**src/rtl/ps2_pkg.sv**
```systemverilog
`default_nettype none
// ============================================================================
// ps2_pkg -- shared PS/2 state encoding, frame sizes and parity helper
// Rev 1.0
// ============================================================================
package ps2_pkg;

    localparam int FRAME_BITS = 11;   // start, 8 data, parity, stop
    localparam int RX_BITS    = 10;   // 8 data, parity, stop (start is the RTS)
    localparam int FIFO_DEPTH = 4;

    typedef enum logic [2:0] {
        ST_IDLE   = 3'd0,
        ST_TX_HI  = 3'd1,
        ST_TX_LO  = 3'd2,
        ST_ABORT  = 3'd3,
        ST_RX_REQ = 3'd4,
        ST_RX_LO  = 3'd5,
        ST_RX_HI  = 3'd6,
        ST_RX_ACK = 3'd7
    } ps2_state_e;

    // Parity bit that makes data plus parity contain an odd number of ones.
    function automatic logic odd_parity(input logic [7:0] data);
        return ~(^data);
    endfunction

endpackage
`default_nettype wire

```
**src/rtl/ps2_dev_fifo.sv**
```systemverilog
`default_nettype none
// ============================================================================
// ps2_dev_fifo -- 4 x 8 synchronous FIFO holding bytes queued for the host
// Rev 1.0
// ============================================================================
module ps2_dev_fifo
    import ps2_pkg::*;
(
    input  logic       clk,
    input  logic       rst,
    input  logic       push_i,
    input  logic [7:0] wdata_i,
    input  logic       pop_i,
    output logic [7:0] rdata_o,
    output logic       full_o,
    output logic       empty_o
);
    localparam int                 c_PTR_W = $clog2(FIFO_DEPTH);
    localparam logic [c_PTR_W:0]   c_FULL  = FIFO_DEPTH[c_PTR_W:0];

    logic [7:0]         mem_q [FIFO_DEPTH];
    logic [c_PTR_W-1:0] wr_q;
    logic [c_PTR_W-1:0] rd_q;
    logic [c_PTR_W:0]   cnt_q;
    logic               do_push;
    logic               do_pop;

    assign full_o  = (cnt_q == c_FULL);
    assign empty_o = (cnt_q == '0);
    assign do_push = push_i & ~full_o;
    assign do_pop  = pop_i & ~empty_o;
    assign rdata_o = mem_q[rd_q];

    always_ff @(posedge clk) begin
        if (rst) begin
            wr_q  <= '0;
            rd_q  <= '0;
            cnt_q <= '0;
        end else begin
            if (do_push) wr_q <= wr_q + 1'b1;
            if (do_pop)  rd_q <= rd_q + 1'b1;
            cnt_q <= cnt_q + {{c_PTR_W{1'b0}}, do_push} - {{c_PTR_W{1'b0}}, do_pop};
        end
    end

    always_ff @(posedge clk) begin
        if (do_push) mem_q[wr_q] <= wdata_i;
    end

endmodule
`default_nettype wire

```
**src/rtl/ps2_dev.sv**
```systemverilog
`default_nettype none
// ============================================================================
// ps2_dev -- PS/2 device-side port: sources the PS/2 clock, sends queued bytes
//            to the host and receives host commands with line acknowledge
// Rev 1.0
// ============================================================================
module ps2_dev
    import ps2_pkg::*;
#(
    parameter int HALF_PER = 1200,
    parameter int IDLE_HP  = 4
) (
    input  logic       clk,
    input  logic       rst,
    input  logic [7:0] tx_data,
    input  logic       tx_valid,
    output logic       tx_ready,
    output logic [7:0] rx_data,
    output logic       rx_valid,
    output logic       rx_parerr,
    output logic       busy,
    input  logic       ps2_clk_in,
    input  logic       ps2_dat_in,
    output logic       ps2_clk_oe,
    output logic       ps2_dat_oe
);
    localparam int                  c_CNT_W     = $clog2(HALF_PER);
    localparam int                  c_IDLE_W    = $clog2(IDLE_HP + 2);
    localparam logic [c_CNT_W-1:0]  c_HP_RELOAD = c_CNT_W'(HALF_PER - 1);
    localparam logic [c_IDLE_W-1:0] c_IDLE_SAT  = c_IDLE_W'(IDLE_HP);

    logic clk_meta_q, clk_sync_q, dat_meta_q, dat_sync_q;

    ps2_state_e          state_q, state_d;
    logic [c_CNT_W-1:0]  cnt_q, cnt_d;
    logic [c_IDLE_W-1:0] idle_q, idle_d;
    logic [3:0]          bit_q, bit_d;
    logic                ack_ph_q, ack_ph_d;
    logic [RX_BITS-1:0]  rx_sh_q, rx_sh_d;
    logic                rx_done, rx_done_q;
    logic [7:0]          rx_data_q;
    logic                rx_parerr_q, rx_valid_q;

    logic                   hp_done, lines_idle;
    logic                   fifo_pop, fifo_full, fifo_empty;
    logic [7:0]             fifo_head;
    logic [FRAME_BITS-1:0]  tx_frame;

    ps2_dev_fifo u_fifo (
        .clk     (clk),
        .rst     (rst),
        .push_i  (tx_valid),
        .wdata_i (tx_data),
        .pop_i   (fifo_pop),
        .rdata_o (fifo_head),
        .full_o  (fifo_full),
        .empty_o (fifo_empty)
    );

    assign tx_frame   = {1'b1, odd_parity(fifo_head), fifo_head, 1'b0};
    assign hp_done    = (cnt_q == '0);
    assign lines_idle = clk_sync_q & dat_sync_q;

    // Pins idle high, so the synchronizers reset to the released level.
    always_ff @(posedge clk) begin
        if (rst) begin
            clk_meta_q <= 1'b1;
            clk_sync_q <= 1'b1;
            dat_meta_q <= 1'b1;
            dat_sync_q <= 1'b1;
        end else begin
            clk_meta_q <= ps2_clk_in;
            clk_sync_q <= clk_meta_q;
            dat_meta_q <= ps2_dat_in;
            dat_sync_q <= dat_meta_q;
        end
    end

    always_ff @(posedge clk) begin
        if (rst) begin
            state_q  <= ST_IDLE;
            cnt_q    <= c_HP_RELOAD;
            idle_q   <= '0;
            bit_q    <= '0;
            ack_ph_q <= 1'b0;
            rx_sh_q  <= '0;
        end else begin
            state_q  <= state_d;
            cnt_q    <= cnt_d;
            idle_q   <= idle_d;
            bit_q    <= bit_d;
            ack_ph_q <= ack_ph_d;
            rx_sh_q  <= rx_sh_d;
        end
    end

    always_comb begin
        state_d  = state_q;
        idle_d   = idle_q;
        bit_d    = bit_q;
        ack_ph_d = ack_ph_q;
        rx_sh_d  = rx_sh_q;
        fifo_pop = 1'b0;
        rx_done  = 1'b0;
        case (state_q)
            ST_IDLE: begin
                if (!lines_idle)                         idle_d = '0;
                else if (hp_done && idle_q < c_IDLE_SAT) idle_d = idle_q + 1'b1;
                if (clk_sync_q && !dat_sync_q) begin
                    state_d = ST_RX_REQ;
                end else if (!fifo_empty && idle_q >= c_IDLE_SAT) begin
                    state_d = ST_TX_HI;
                    bit_d   = '0;
                end
            end
            ST_TX_HI: begin
                if (hp_done) state_d = clk_sync_q ? ST_TX_LO : ST_ABORT;
            end
            ST_TX_LO: begin
                if (hp_done) begin
                    if (bit_q == 4'(FRAME_BITS - 1)) begin
                        fifo_pop = 1'b1;
                        state_d  = ST_IDLE;
                    end else begin
                        bit_d   = bit_q + 4'd1;
                        state_d = ST_TX_HI;
                    end
                end
            end
            ST_ABORT: state_d = ST_IDLE;
            ST_RX_REQ: begin
                if (hp_done) begin
                    state_d = ST_RX_LO;
                    bit_d   = '0;
                end
            end
            ST_RX_LO: begin
                if (hp_done) state_d = ST_RX_HI;
            end
            ST_RX_HI: begin
                if (hp_done) begin
                    rx_sh_d = {dat_sync_q, rx_sh_q[RX_BITS-1:1]};
                    if (bit_q == 4'(RX_BITS - 1)) begin
                        state_d  = ST_RX_ACK;
                        ack_ph_d = 1'b0;
                    end else begin
                        bit_d   = bit_q + 4'd1;
                        state_d = ST_RX_LO;
                    end
                end
            end
            ST_RX_ACK: begin
                if (hp_done) begin
                    if (!ack_ph_q) begin
                        ack_ph_d = 1'b1;
                    end else begin
                        state_d = ST_IDLE;
                        rx_done = 1'b1;
                    end
                end
            end
            default: state_d = ST_IDLE;
        endcase

        // Idle qualification restarts after every frame or abort.
        if (state_q != ST_IDLE) idle_d = '0;

        if (state_d != state_q || hp_done || (state_q == ST_IDLE && !lines_idle))
            cnt_d = c_HP_RELOAD;
        else
            cnt_d = cnt_q - 1'b1;
    end

    always_comb begin
        ps2_clk_oe = 1'b0;
        ps2_dat_oe = 1'b0;
        case (state_q)
            ST_TX_HI:  ps2_dat_oe = ~tx_frame[bit_q];
            ST_TX_LO: begin
                ps2_clk_oe = 1'b1;
                ps2_dat_oe = ~tx_frame[bit_q];
            end
            ST_RX_LO:  ps2_clk_oe = 1'b1;
            ST_RX_ACK: begin
                ps2_dat_oe = 1'b1;
                ps2_clk_oe = ack_ph_q;
            end
            default: begin
                ps2_clk_oe = 1'b0;
                ps2_dat_oe = 1'b0;
            end
        endcase
    end

    // The received byte is published one cycle after the ack clock is released.
    always_ff @(posedge clk) begin
        if (rst) begin
            rx_done_q   <= 1'b0;
            rx_valid_q  <= 1'b0;
            rx_data_q   <= '0;
            rx_parerr_q <= 1'b0;
        end else begin
            rx_done_q  <= rx_done;
            rx_valid_q <= rx_done_q;
            if (rx_done_q) begin
                rx_data_q   <= rx_sh_q[7:0];
                rx_parerr_q <= ~(^rx_sh_q[8:0]) | ~rx_sh_q[9];
            end
        end
    end

    assign rx_data   = rx_data_q;
    assign rx_valid  = rx_valid_q;
    assign rx_parerr = rx_parerr_q;
    assign tx_ready  = ~fifo_full;
    assign busy      = (state_q != ST_IDLE);

endmodule
`default_nettype wire

```
**config.mk**
```make
export PLATFORM = sky130hd
export DESIGN_NAME = ps2_dev
export DESIGN_NICKNAME = d
export VERILOG_FILES = /design/src/rtl/ps2_pkg.sv /design/src/rtl/ps2_dev_fifo.sv /design/src/rtl/ps2_dev.sv
export SDC_FILE = /design/constraint.sdc
export NUM_CORES = 1
export LEC_CHECK = 0
export CAP_MARGIN = 10
export CORE_MARGIN = 2
export CORE_UTILIZATION = 40
export CTS_BUF_LIST = sky130_fd_sc_hd__clkbuf_4 sky130_fd_sc_hd__clkbuf_8 sky130_fd_sc_hd__clkbuf_16
export DETAILED_ROUTE_END_ITERATION = 10
export HOLD_SLACK_MARGIN = 0.02
export PLACE_DENSITY = 0.69
export SLEW_MARGIN = 5
export SYNTH_ARGS = -nofsm -noshare
export SYNTH_HDL_FRONTEND = slang
export SYNTH_SLANG_ARGS = --single-unit
export TNS_END_PERCENT = 20
```
**constraint.sdc**
```tcl
create_clock -name clk -period 5.01 [get_ports clk]
set_clock_uncertainty 0.2 [all_clocks]
set_input_delay 1.2525 -clock clk [delete_from_list [all_inputs] [get_ports clk]]
set_output_delay 1.2525 -clock clk [all_outputs]
set_load 0.05 [all_outputs]
```
==> results of run 1 <==
## final timing paths
path / startpoint / to / slack (ns) / cells after the start
worst max-delay path: register / ps2_dat_oe / 0.41 / 7
worst min-delay path: cnt_q[0] / cnt_q[0] / 0.20 / 1
worst max register to register: cnt_q[0] / u_fifo.cnt_q[1] / 1.89 / 10
worst min register to register: cnt_q[0] / cnt_q[0] / 0.20 / 1
## power by group through the flow
stage	logic [mW]	clock network, mW	registers, mW
after floorplan	0.148	0	0.813
after global placement	0.183	0	0.824
after detailed placement	0.189	0	0.825
after CTS	0.190	0.600	0.809
after global routing	0.206	0.627	0.813
final	0.187	0.584	0.808
## stage by stage
stage	hold slack, ns	worst slack [ns]	cells
global route	0.224	0.184	507
floorplan	0.167	1.18	347
CTS	0.207	0.125	507
detailed placement	0.186	0.529	491
finish	0.203	0.408	507
global placement	0.176	0.614	491
## flip-flops by register name, summed over array words and instances, names as in the netlist, named ones only
register / flops
u_fifo.mem_q: 32
cnt_q: 11
rx_sh_q: 10
rx_data: 8
bit_q: 4
idle_q: 3
state_q: 3
u_fifo.cnt_q: 3
u_fifo.rd_q: 2
u_fifo.wr_q: 2
ack_ph_q: 1
clk_meta_q: 1
clk_sync_q: 1
dat_meta_q: 1
dat_sync_q: 1
rx_done_q: 1
rx_parerr: 1
rx_valid: 1
## worst max-delay path, delay by kind of cell (launching register included)
family                    cells  cell delay (ns)
AOI/OAI and AO/OA             2             0.31
xor gates and xnor gates      3             0.55
buffers and inverters         1             0.84
DFF                           1             0.51
muxes                         1             0.58
## metal layers
| layer | wire length, µm | track usage [%] | up-vias | part of all wire, % |
|---|---|---|---|---|
| met3 | 142 | 2.82 | 9 | 2.1 |
| met5 | 0 | 0 | - | 0 |
| met2 | 3200 | 21.7 | 29 | 48 |
| met4 | 138 | 7.29 | 0 | 2.1 |
| li1 | - | - | 1259 | - |
| met1 | 3170 | 17.4 | 1187 | 48 |
## cells by family after synthesis
kind of cell	after synthesis	share of synthesized area (%)
flip-flops	88	52.8
XOR/XNOR	31	6.88
multiplexers	29	10.2
AND/OR/NAND/NOR	122	16.4
AO/OA/AOI/OAI	38	6.75
buffers and inverters	27	3.01
adder cells (fa/ha/maj)	12	3.99
## cell usage in the layout (no fill, tap or decap), drive strengths merged, types with 8 or more instances in the layout
| cell type | n |
|---|---|
| inv | 12 |
| mux4 | 9 |
| nand2 | 24 |
| clkbuf | 9 |
| xnor2 | 22 |
| ha | 11 |
| a21oi | 8 |
| xor2 | 9 |
| clkdlybuf4s50 | 26 |
| dfxtp | 56 |
| mux2i | 19 |
| edfxtp | 32 |
| nor2 | 46 |
| o21ai | 8 |
## layout make-up
type                    instances  area, µm²  area share, %
clock inverters                 7        119           2.61
flip-flops and latches         88       2080           45.8
multi-input cells             232       1750           38.4
well taps                     133        166           3.66
clock buffers                   9        124           2.72
repair buffers                 27        268           5.89
inverters                      11       41.3          0.908
==> summary.txt, run 1 <==
Outcome
  – Outcome: completed

Setup path
  – Slowest CP cell: clkdlybuf4s50_1
  – CP Capture Type: primary output
  – Worst Setup Start Kind: register
  – Crit path DAT: 3.15 ns
  – Worst path required time: 3.56 ns
  – Critical path cell sequence: mux4_2 -> xnor2_1 -> xnor2_1 -> xnor2_1 -> o21ai_0 -> o211ai_1 -> clkdlybuf4s50_1
  – Largest fanout on the critical path: 9
  – Most used cell along the critical path: xnor2_1
  – CP Class: reg -> out
  – Slowest stage delay, CP: 0.84 ns

Global routing
  – Vias in the first global route: 2361
  – Largest net degree at the start of global routing: 37
  – Initial antenna violation count: 0
  – First-pass GRT wire length: 11000 µm
  – Gr usage total: 13.6%
  – Total grt overflow: 0

Yosys
  – Area leader, netlist: dfxtp_1
  – Post-synth top area share: 28.4%
  – Post-Synthesis Cells: 347
  – Count leader, synth: dfxtp_1
  – Top cells by area, synth: dfxtp_1, edfxtp_1, mux4_2, xnor2_1, mux2i_1
  – Yosys warnings: 0
  – Yosys reg bits: 88
  – Ys async rst share: 0%
  – Top_reg_cell synth: dfxtp_1
  – Mapped cell area: 3950 µm²
  – Mean Syn Cell Area: 11.4 µm²
  – Top cells by count, synth: dfxtp_1, nor2_1, edfxtp_1, nand2_1, xnor2_1
  – Yosys cell types: 50
  – Post-synth EDFFs: 32
  – Syn nets: 372
  – Seq/Total Area, Yosys: 52.8%

Power and ir drop
  – Seq pwr share: 51.2%
  – PD cells: 347 nW/µm²
  – LEAKAGE: 1.57 nW
  – Max IR drop VDD: 0.253 mV
  – Overall Power: 1.58 mW
  – Comb pwr share: 11.8%
  – Sw Share: 23.8%
  – Clock Power Share: 37.0%
  – Switching power: 0.375 mW
  – Internal: 1.20 mW

Drt
  – First-pass detailed-route iteration total: 5
  – Number of DRC markers in iteration 0: 138
  – Final routed DRC violation total: 0
  – Final ANT Viol Nets: 0
  – Post-Route WL: 6650 µm
  – WL/cell: 13.1 µm
  – Vias per cell: 4.90
  – DR vias: 2484

Place
  – Placed cell area: 4300 µm²
  – Placer Congestion: 0.811
  – I/O Buffers: 26
  – DPL Wire Length: 4750 µm

Layout
  – Final core occ: 47.0%
  – Diode count: 0
  – # fillers: 868
  – Area growth, synth to finish: 15.2%
  – Share of post-route cells with drive strength above 1: 11.0%
  – Nets: 394
  – Post-Layout Inst Area: 4550 µm²

Clocking
  – Root Buffer: clkbuf_8
  – Count of hold buffers inserted by post-cts repair: 0
  – CTS tree: done
  – Worst-path clk slew: 0.09 ns
  – Post-CTS Setup Repair Bufs: 0
  – CTS resizes: 0
  – CTS Sinks: 88
  – Clk_lat worst skew: 0.36 ns
  – CTS Buf Count: 9
  – CTS Buffer Depth: 2
  – H-tree depth: 3

STA
  – Worst-Margin Slew: 0.655 ns
  – Period utilisation layout: 91.9%
  – Crit path time final: 4.60 ns
  – Unrepaired setup endpoints after global routing: false
  – Max Fclk: 217 MHz
  – # setup viols final: 0
  – Final setup TNS: 0 ns
  – Slew Viols, Final: 0
  – Worst slew margin: 56.3%
  – Final Hold Fails: 0

Floorplanning
  – DIE AREA: 10700 µm²
  – DIE HEIGHT: 103 µm
  – Row cnt: 36
  – Starting Density: 40.7%
  – Top-Level Pins: 27
  – Die Wd: 103 µm
  – Core area: 9680 µm²

Worst hold path
  – Min-Delay Path Class: reg -> reg

Job
  – Max-cap violations: 0
(Power assumes the default switching activity.)
==> inputs of run 2 (changes only) <==
DONT_BUFFER_PORTS = 1   (was default)
PLACE_DENSITY = 0.65   (was 0.69)
TNS_END_PERCENT = default   (was 20)
==> summary.txt, run 2 (synthesis results as in run 1) <==
Outcome
  – Outcome: completed

Layout
  – Post-Layout Inst Area: 4240 µm²
  – Most frequent cells in the layout: dfxtp_1, nor2_1, edfxtp_1, nand2_1, xnor2_1
  – Area growth, synth to finish: 7.39%
  – Share of post-route cells with drive strength above 1: 10.9%
  – Nets: 368
  – Most common cell after layout, fill and taps aside: dfxtp_1
  – Max reg flops: 32
  – # fillers: 903
  – Largest regs: u_fifo.mem_q: 32 flops, cnt_q: 11 flops, rx_sh_q: 10 flops
  – Diode count: 0
  – Largest Register: u_fifo.mem_q

Floorplanning
  – Row cnt: 36
  – DIE AREA: 10700 µm²
  – DIE HEIGHT: 103 µm
  – Top-Level Pins: 27
  – Starting Density: 40.7%
  – Core area: 9680 µm²
  – Die Wd: 103 µm

Setup path
  – CP bufs+invs: 1
  – Worst r2r src: cnt_q[0]
  – R2R cell count: 10
  – Critical path cell sequence: mux4_2 -> xnor2_1 -> xnor2_1 -> xnor2_1 -> o21ai_0 -> o211ai_1 -> buf_4
  – Slowest CP cell: dfxtp_1
  – CP Capture Type: primary output
  – Crit path DAT: 2.82 ns
  – Crit path depth: 7
  – Worst path required time: 3.56 ns
  – Reg-to-reg slack, setup: 1.91 ns
  – Reg2reg end: u_fifo.cnt_q[1]
  – CP Class: reg -> out
  – Slowest stage delay, CP: 0.67 ns
  – Worst Setup Start Kind: register
  – Most used cell along the critical path: xnor2_1
  – CP top delay family: flip-flops
  – Largest fanout on the critical path: 9
  – Worst setup path end: ps2_dat_oe

Global routing
  – Total grt overflow: 0
  – First-pass GRT wire length: 10900 µm
  – Gr usage total: 13.4%
  – Vias in the first global route: 2268
  – Initial antenna violation count: 0
  – Largest net degree at the start of global routing: 45

Power and ir drop
  – LEAKAGE: 1.46 nW
  – Overall Power: 1.45 mW
  – PD cells: 343 nW/µm²
  – Max IR drop VDD: 0.204 mV

STA
  – Crit path time final: 4.27 ns
  – Slew Viols, Final: 0
  – Worst slew margin: 55.1%
  – Period utilisation layout: 85.2%
  – Worst Setup Slack, final: 0.742 ns
  – Unrepaired setup endpoints after global routing: false
  – Final Hold Fails: 0
  – Max Fclk: 234 MHz
  – Hold WS: 0.204 ns
  – # setup viols final: 0
  – Worst-Margin Slew: 0.672 ns
  – Final setup TNS: 0 ns

Place
  – I/O Buffers: 0
  – Setup WS pre-CTS: 1.10 ns
  – Placer Congestion: 0.749
  – DPL Wire Length: 4660 µm
  – Placed cell area: 4040 µm²

Clocking
  – Root Buffer: clkbuf_8
  – CTS Buffer Depth: 2
  – Clk_lat worst skew: 0.35 ns
  – CTS Sinks: 88
  – CTS resizes: 0
  – H-tree depth: 3
  – Count of hold buffers inserted by post-cts repair: 0
  – Worst-path clk slew: 0.09 ns
  – CTS tree: done
  – Post-CTS Setup Repair Bufs: 0
  – CTS Buf Count: 9

Drt
  – First-pass detailed-route iteration total: 4
  – Final routed DRC violation total: 0
  – Post-Route WL: 6600 µm
  – Final ANT Viol Nets: 0
  – DR vias: 2388
  – Vias per cell: 4.96
  – Number of DRC markers in iteration 0: 112
  – WL/cell: 13.7 µm

Worst hold path
  – Min-Delay Path Class: reg -> reg

Job
  – Max-cap violations: 0
==> run 2: changes by cell type in the layout (fill, tap and decap cells not counted) <==
| cell | previous run | this run |
|---|---|---|
| clkinv_1 | 0 | 2 |
| dfxtp_2 | 1 | 0 |
| clkdlybuf4s50_1 | 26 | 0 |
| clkinv_4 | 0 | 2 |
| clkinvlp_2 | 1 | 0 |
| clkinvlp_4 | 2 | 1 |
| dfxtp_1 | 55 | 56 |
| bufinv_16 | 3 | 1 |
==> run 2: worst register-to-register path, cell delays in order, from the launching register on <==
cell	delay, ns
dfxtp_1	0.33
inv_1	0.06
ha_1	0.17
or3b_4	0.41
nand4bb_4	0.37
nor4b_4	0.42
ha_1	0.28
inv_1	0.05
ha_1	0.16
fa_1	0.40
nor2b_1	0.13
==> run 2: how the worst min path moves through the flow <==
stage	from	endpoint	slack, ns	cells past startpoint
4_1_cts	cnt_q[0]	cnt_q[0]	0.21	1
2_1_floorplan	cnt_q[0]	cnt_q[0]	0.17	1
6_report	cnt_q[0]	cnt_q[0]	0.20	1
3_3_place_gp	cnt_q[0]	cnt_q[0]	0.18	1
3_5_place_dp	cnt_q[0]	cnt_q[0]	0.19	1
5_1_grt	cnt_q[0]	cnt_q[0]	0.22	1
==> run 2: layout make-up <==
class	instances	area, µm²	area share, %
Clock inverter	7	71.3	1.68
Tap cell	133	166	3.93
Sequential cell	88	2080	49.1
Timing Repair Buffer	1	7.51	0.177
Multi-Input combinational cell	232	1750	41.2
Clock buffer	9	124	2.92
Inverter	11	41.3	0.974
==> run 2: metal layers <==
metal / track usage [%] / part of all wire (%) / vias up
li1: - / - / 1209
met1: 18.5 / 49 / 1140
met2: 19.5 / 46 / 35
met3: 5.04 / 4.4 / 4
met4: 4.66 / 0.56 / 0
met5: 0 / 0 / -
==> run 2: power by group <==
group          leakage (nW)  internal (mW)  total (mW)  switching (mW)
Clock                0.0949          0.230       0.481           0.250
Sequential            0.747          0.784       0.808          0.0237
Combinational         0.613         0.0735       0.164          0.0908
==> run 2: stage by stage <==
stage          cells  util [%]
2_1_floorplan    347         -
3_3_place_gp     465      41.7
3_5_place_dp     465      41.7
4_1_cts          481      43.8
5_1_grt          481      43.8
6_report         481      43.8
==> inputs of run 3 (changes only) <==
CORE_UTILIZATION = 30   (was 40)
PLACE_DENSITY = 0.55   (was 0.65)
==> summary.txt, run 3 (synthesis results as in run 1) <==
Clocking
  – Worst-path clk slew: 0.07 ns
  – CTS resizes: 0
  – Count of hold buffers inserted by post-cts repair: 0
  – Post-CTS Setup Repair Bufs: 0
  – CTS Sinks: 88
  – CTS Buffer Depth: 2
  – Root Buffer: clkbuf_16
  – H-tree depth: 3
  – CTS tree: done
  – Clk_lat worst skew: 0.34 ns
  – CTS Buf Count: 9

Drt
  – DR vias: 2447
  – Final ANT Viol Nets: 0
  – Number of DRC markers in iteration 0: 147
  – Post-Route WL: 6960 µm
  – First-pass detailed-route iteration total: 4
  – Vias per cell: 4.71
  – Final routed DRC violation total: 0
  – WL/cell: 13.4 µm

STA
  – # setup viols final: 0
  – Crit path time final: 4.11 ns
  – Final Hold Fails: 0
  – Max Fclk: 243 MHz
  – Worst-Margin Slew: 0.693 ns
  – Final setup TNS: 0 ns
  – Slew Viols, Final: 0
  – Period utilisation layout: 82.1%
  – Unrepaired setup endpoints after global routing: false
  – Worst Setup Slack, final: 0.899 ns
  – Worst slew margin: 53.7%

Place
  – Placer Congestion: 0.724
  – Setup WS pre-CTS: 1.17 ns
  – I/O Buffers: 0
  – Placed cells: 504
  – DPL Wire Length: 4890 µm

Global routing
  – Vias in the first global route: 2371
  – First-pass GRT wire length: 11500 µm
  – Initial antenna violation count: 0
  – Gr usage total: 10.3%
  – Largest net degree at the start of global routing: 45
  – Total grt overflow: 0

Setup path
  – CP Class: reg -> out
  – Largest fanout on the critical path: 9
  – Slowest CP cell: dfxtp_1
  – Worst path required time: 3.56 ns
  – Slowest stage delay, CP: 0.67 ns
  – Worst Setup Start Kind: register
  – CP top delay family: flip-flops
  – Critical path cell sequence: mux4_2 -> xnor2_1 -> xnor2_1 -> xnor2_1 -> o2111ai_1 -> o211ai_1 -> buf_4
  – Crit path DAT: 2.66 ns
  – Most used cell along the critical path: xnor2_1
  – CP Capture Type: primary output
  – CP bufs+invs: 1

Layout
  – Largest Register: u_fifo.mem_q
  – Largest regs: u_fifo.mem_q: 32 flops, cnt_q: 11 flops, rx_sh_q: 10 flops
  – Share of post-route cells with drive strength above 1: 11.5%
  – Most frequent cells in the layout: dfxtp_1, nor2_1, edfxtp_1, nand2_1, xnor2_1
  – Max reg flops: 32
  – Area growth, synth to finish: 11.2%
  – Diode count: 0
  – Fin cells: 520
  – Most common cell after layout, fill and taps aside: dfxtp_1
  – Final core occ: 34.5%
  – Nets: 368
  – # fillers: 1324

Job
  – Max-cap violations: 0

Floorplanning
  – DIE AREA: 14100 µm²
  – Die Wd: 119 µm
  – Starting Density: 31.0%
  – Row cnt: 41
  – DIE HEIGHT: 119 µm
  – Core area: 12700 µm²
  – Top-Level Pins: 27

Worst hold path
  – Min-Delay Path Class: reg -> reg

Power and ir drop
  – LEAKAGE: 1.50 nW
  – Max IR drop VDD: 0.215 mV
  – PD cells: 370 nW/µm²

Outcome
  – Outcome: completed
run 3: metrics by stage:
stage	hold slack (ns)	power [mW]	cell area, µm²
finish	0.196	1.63	4390
detailed placement	0.184	0.989	4090
global route	0.221	1.69	4390
CTS	0.200	1.65	4390
global placement	0.176	0.984	4090
floorplan	0.167	0.961	3950
run 3: worst paths after layout:
check	slack, ns	startpoint	cells past startpoint	end
worst max register to register	1.94	cnt_q[0]	10	u_fifo.cnt_q[1]
worst max-delay path	0.90	register	7	ps2_dat_oe
worst min register to register	0.20	cnt_q[0]	1	cnt_q[0]
worst min-delay path	0.20	cnt_q[0]	1	cnt_q[0]
run 3: worst reg2reg max path, cell delays in order (launching register included):
cell	delay, ns
dfxtp_1	0.32
inv_1	0.06
ha_1	0.17
or3b_4	0.41
nand4bb_4	0.37
nor4b_4	0.42
ha_1	0.29
inv_1	0.06
ha_1	0.15
fa_1	0.40
nor2b_1	0.13
run 3: where the power goes:
group	switching [mW]	internal, mW	leakage [nW]	total (mW)
Sequential	0.0234	0.785	0.747	0.808
Clock	0.284	0.371	0.141	0.655
Combinational	0.0889	0.0735	0.613	0.162
run 3: routing by layer:
metal  global-route usage [%]  vias to the layer above  part of all wire [%]
met2                     16.5                       33                    46
met4                     4.69                        0                   1.9
li1                         -                     1211                     -
met5                        0                        -                     0
met1                     12.5                     1193                    47
met3                     3.57                       10                   4.4
run 3: final cells by class:
cell class	count	area (µm²)	area share (%)
Clock inverter	6	46.3	1.06
Inverter	11	41.3	0.941
Tap cell	172	215	4.90
Timing Repair Buffer	1	7.51	0.171
Multi-Input combinational cell	232	1750	39.8
Sequential cell	88	2080	47.4
Clock buffer	10	250	5.70
==> edit, RTL diff (config.mk and constraints of run 2) <==
Encoding of `ps2_state_e`: now Gray code (3 bits for 8 states).
--- a/src/rtl/ps2_pkg.sv
+++ b/src/rtl/ps2_pkg.sv
@@ -12,10 +12,10 @@
     typedef enum logic [2:0] {
-        ST_IDLE   = 3'd0,
-        ST_TX_HI  = 3'd1,
-        ST_TX_LO  = 3'd2,
-        ST_ABORT  = 3'd3,
-        ST_RX_REQ = 3'd4,
-        ST_RX_LO  = 3'd5,
-        ST_RX_HI  = 3'd6,
-        ST_RX_ACK = 3'd7
+        ST_IDLE   = 3'b000,
+        ST_TX_HI  = 3'b001,
+        ST_TX_LO  = 3'b011,
+        ST_ABORT  = 3'b010,
+        ST_RX_REQ = 3'b110,
+        ST_RX_LO  = 3'b111,
+        ST_RX_HI  = 3'b101,
+        ST_RX_ACK = 3'b100
     } ps2_state_e;
Function: same outputs for any inputs over 10 cycles, from zero or initial values and one cycle with rst high; not proved beyond that.
==> edit against run 2 <==
- count of clock-buffer cells in the layout did not move
- sequential cell count stayed put
- final area up 3.5%
- setup slack gained 0.37 ns
- non-clock buffer count unchanged
- total power is 8.2% higher
- register-to-register slack gained 0.02 ns
- routed wire length rose by 11%
- utilization fell by 0.49 points
- synthesized area grew 4.2%
==> edit: results (changes against run 2) <==
Sequential share of the synthesized area: 50.7% (was 52.8%)
First-pass GRT wire length: 12500 um (was 10900 um)
Largest cells by area after synthesis: dfxtp_1 27%, edfxtp_1 23%, xnor2_1 6.2% (was dfxtp_1 28%, edfxtp_1 24%, mux4_2 5.1%)
Ratio of cells with drive above 1 in the final layout: 8.42% (was 10.9%)
Reg2reg end: u_fifo.cnt_q[2] (was u_fifo.cnt_q[1])
Global Route Usage Sum: 14.3% (was 13.4%)
Placer Congestion: 0.821 (was 0.749)
Cell Area, Placed: 4190 um2 (was 4040 um2)
HPWL Detailed: 5270 um (was 4660 um)
Min-Delay Path Class: reg2reg (unchanged)
Vias in the first global route: 2546 (was 2268)
Count of cell types in the netlist: 52 (was 50)
List of most frequent post-synthesis cells: 56 x dfxtp_1, 32 x edfxtp_1, 32 x nand2_1, 31 x nor2_1, 29 x xnor2_1 (was 56 x dfxtp_1, 45 x nor2_1, 32 x edfxtp_1, 24 x nand2_1, 22 x xnor2_1)
CP Max Fanout: 18 (was 9)
Depth of the most critical reg-to-reg path: 12 (was 10)
Worst endpoint data arrival time: 2.45 ns (was 2.82 ns)
Drt initial violations: 137 (was 112)
Worst reg2reg setup slack: 1.93 ns (was 1.91 ns)
Post-layout min period: 3.90 ns (was 4.27 ns)
Pre-CTS setup slack: 1.52 ns (was 1.10 ns)
Mapped Nets: 405 (was 372)
Leak Pwr: 1.51 nW (was 1.46 nW)
Status: finished, final reports clean (unchanged)
Hold path depth: 1 (unchanged)
Total Routed Length: 7350 um (was 6600 um)
Max IR drop VDD: 0.177 mV (was 0.204 mV)
Worst slew margin: 41.8% (was 55.1%)
Largest net degree at the start of global routing: 41 (was 45)
Fin nets: 400 (was 368)
Via count: 2666 (was 2388)
edit: how the worst min path moves through the flow:
stage,startpoint,to,slack (ns)
final,clk_meta_q,clk_sync_q,0.21
after CTS,clk_meta_q,clk_sync_q,0.21
after detailed placement,clk_meta_q,clk_sync_q,0.20
after global placement,dat_meta_q,dat_sync_q,0.19
after global routing,clk_meta_q,clk_sync_q,0.23
after floorplan,cnt_q[0],cnt_q[0],0.18
edit: area by class of cell:
cell class	count	area (um2)	area share [%]
clock buffer	9	124	2.82
clock inverter	7	70.1	1.60
inverter	12	45.0	1.03
multi-input combinational	263	1890	43.0
sequential	88	2080	47.5
tap	136	170	3.88
timing repair buffer	1	7.51	0.171
edit: cells by family (layout without fill, tap and decap cells):
logic type / after synthesis / in the layout / synth area share [%]
buffers and inverters: 29 / 29 / 3.41
and+or+nand+nor: 135 / 135 / 17.0
AOI/OAI and AO/OA: 52 / 52 / 8.83
adders and majority gates: 12 / 12 / 3.84
xor gates and xnor gates: 41 / 41 / 10.1
muxes: 23 / 23 / 6.21
DFF: 88 / 88 / 50.7
edit: metrics by stage:
stage | util, % | hold WS (ns) | std cells | power [mW]
after floorplan | - | 0.184 | 380 | 1.07
after global placement | 41.4 | 0.193 | 500 | 1.10
after detailed placement | 41.4 | 0.196 | 500 | 1.11
after CTS | 43.3 | 0.208 | 516 | 1.59
after global routing | 43.3 | 0.230 | 516 | 1.66
final | 43.3 | 0.210 | 516 | 1.57
edit: critical path, cell delays in order, from the launching register on:
cell,delay [ns]
dfxtp_1,0.88
mux4_2,0.44
nand3_1,0.10
a41o_1,0.17
nand3_1,0.07
a22oi_1,0.19
buf_4,0.24
edit: metal layers:
layer | vias to the layer above | track usage (%) | part of all wire, %
met5 | - | 0 | 0
met4 | 0 | 5.14 | 1.7
met3 | 9 | 5.69 | 5.8
met2 | 54 | 21.7 | 45
met1 | 1277 | 18.6 | 47
li1 | 1326 | - | -
edit: power by group:
| group | switching, mW | internal (mW) |
|---|---|---|
| clock | 0.253 | 0.229 |
| combinational | 0.150 | 0.103 |
| sequential | 0.0469 | 0.790 |
| total | 0.450 | 1.12 |
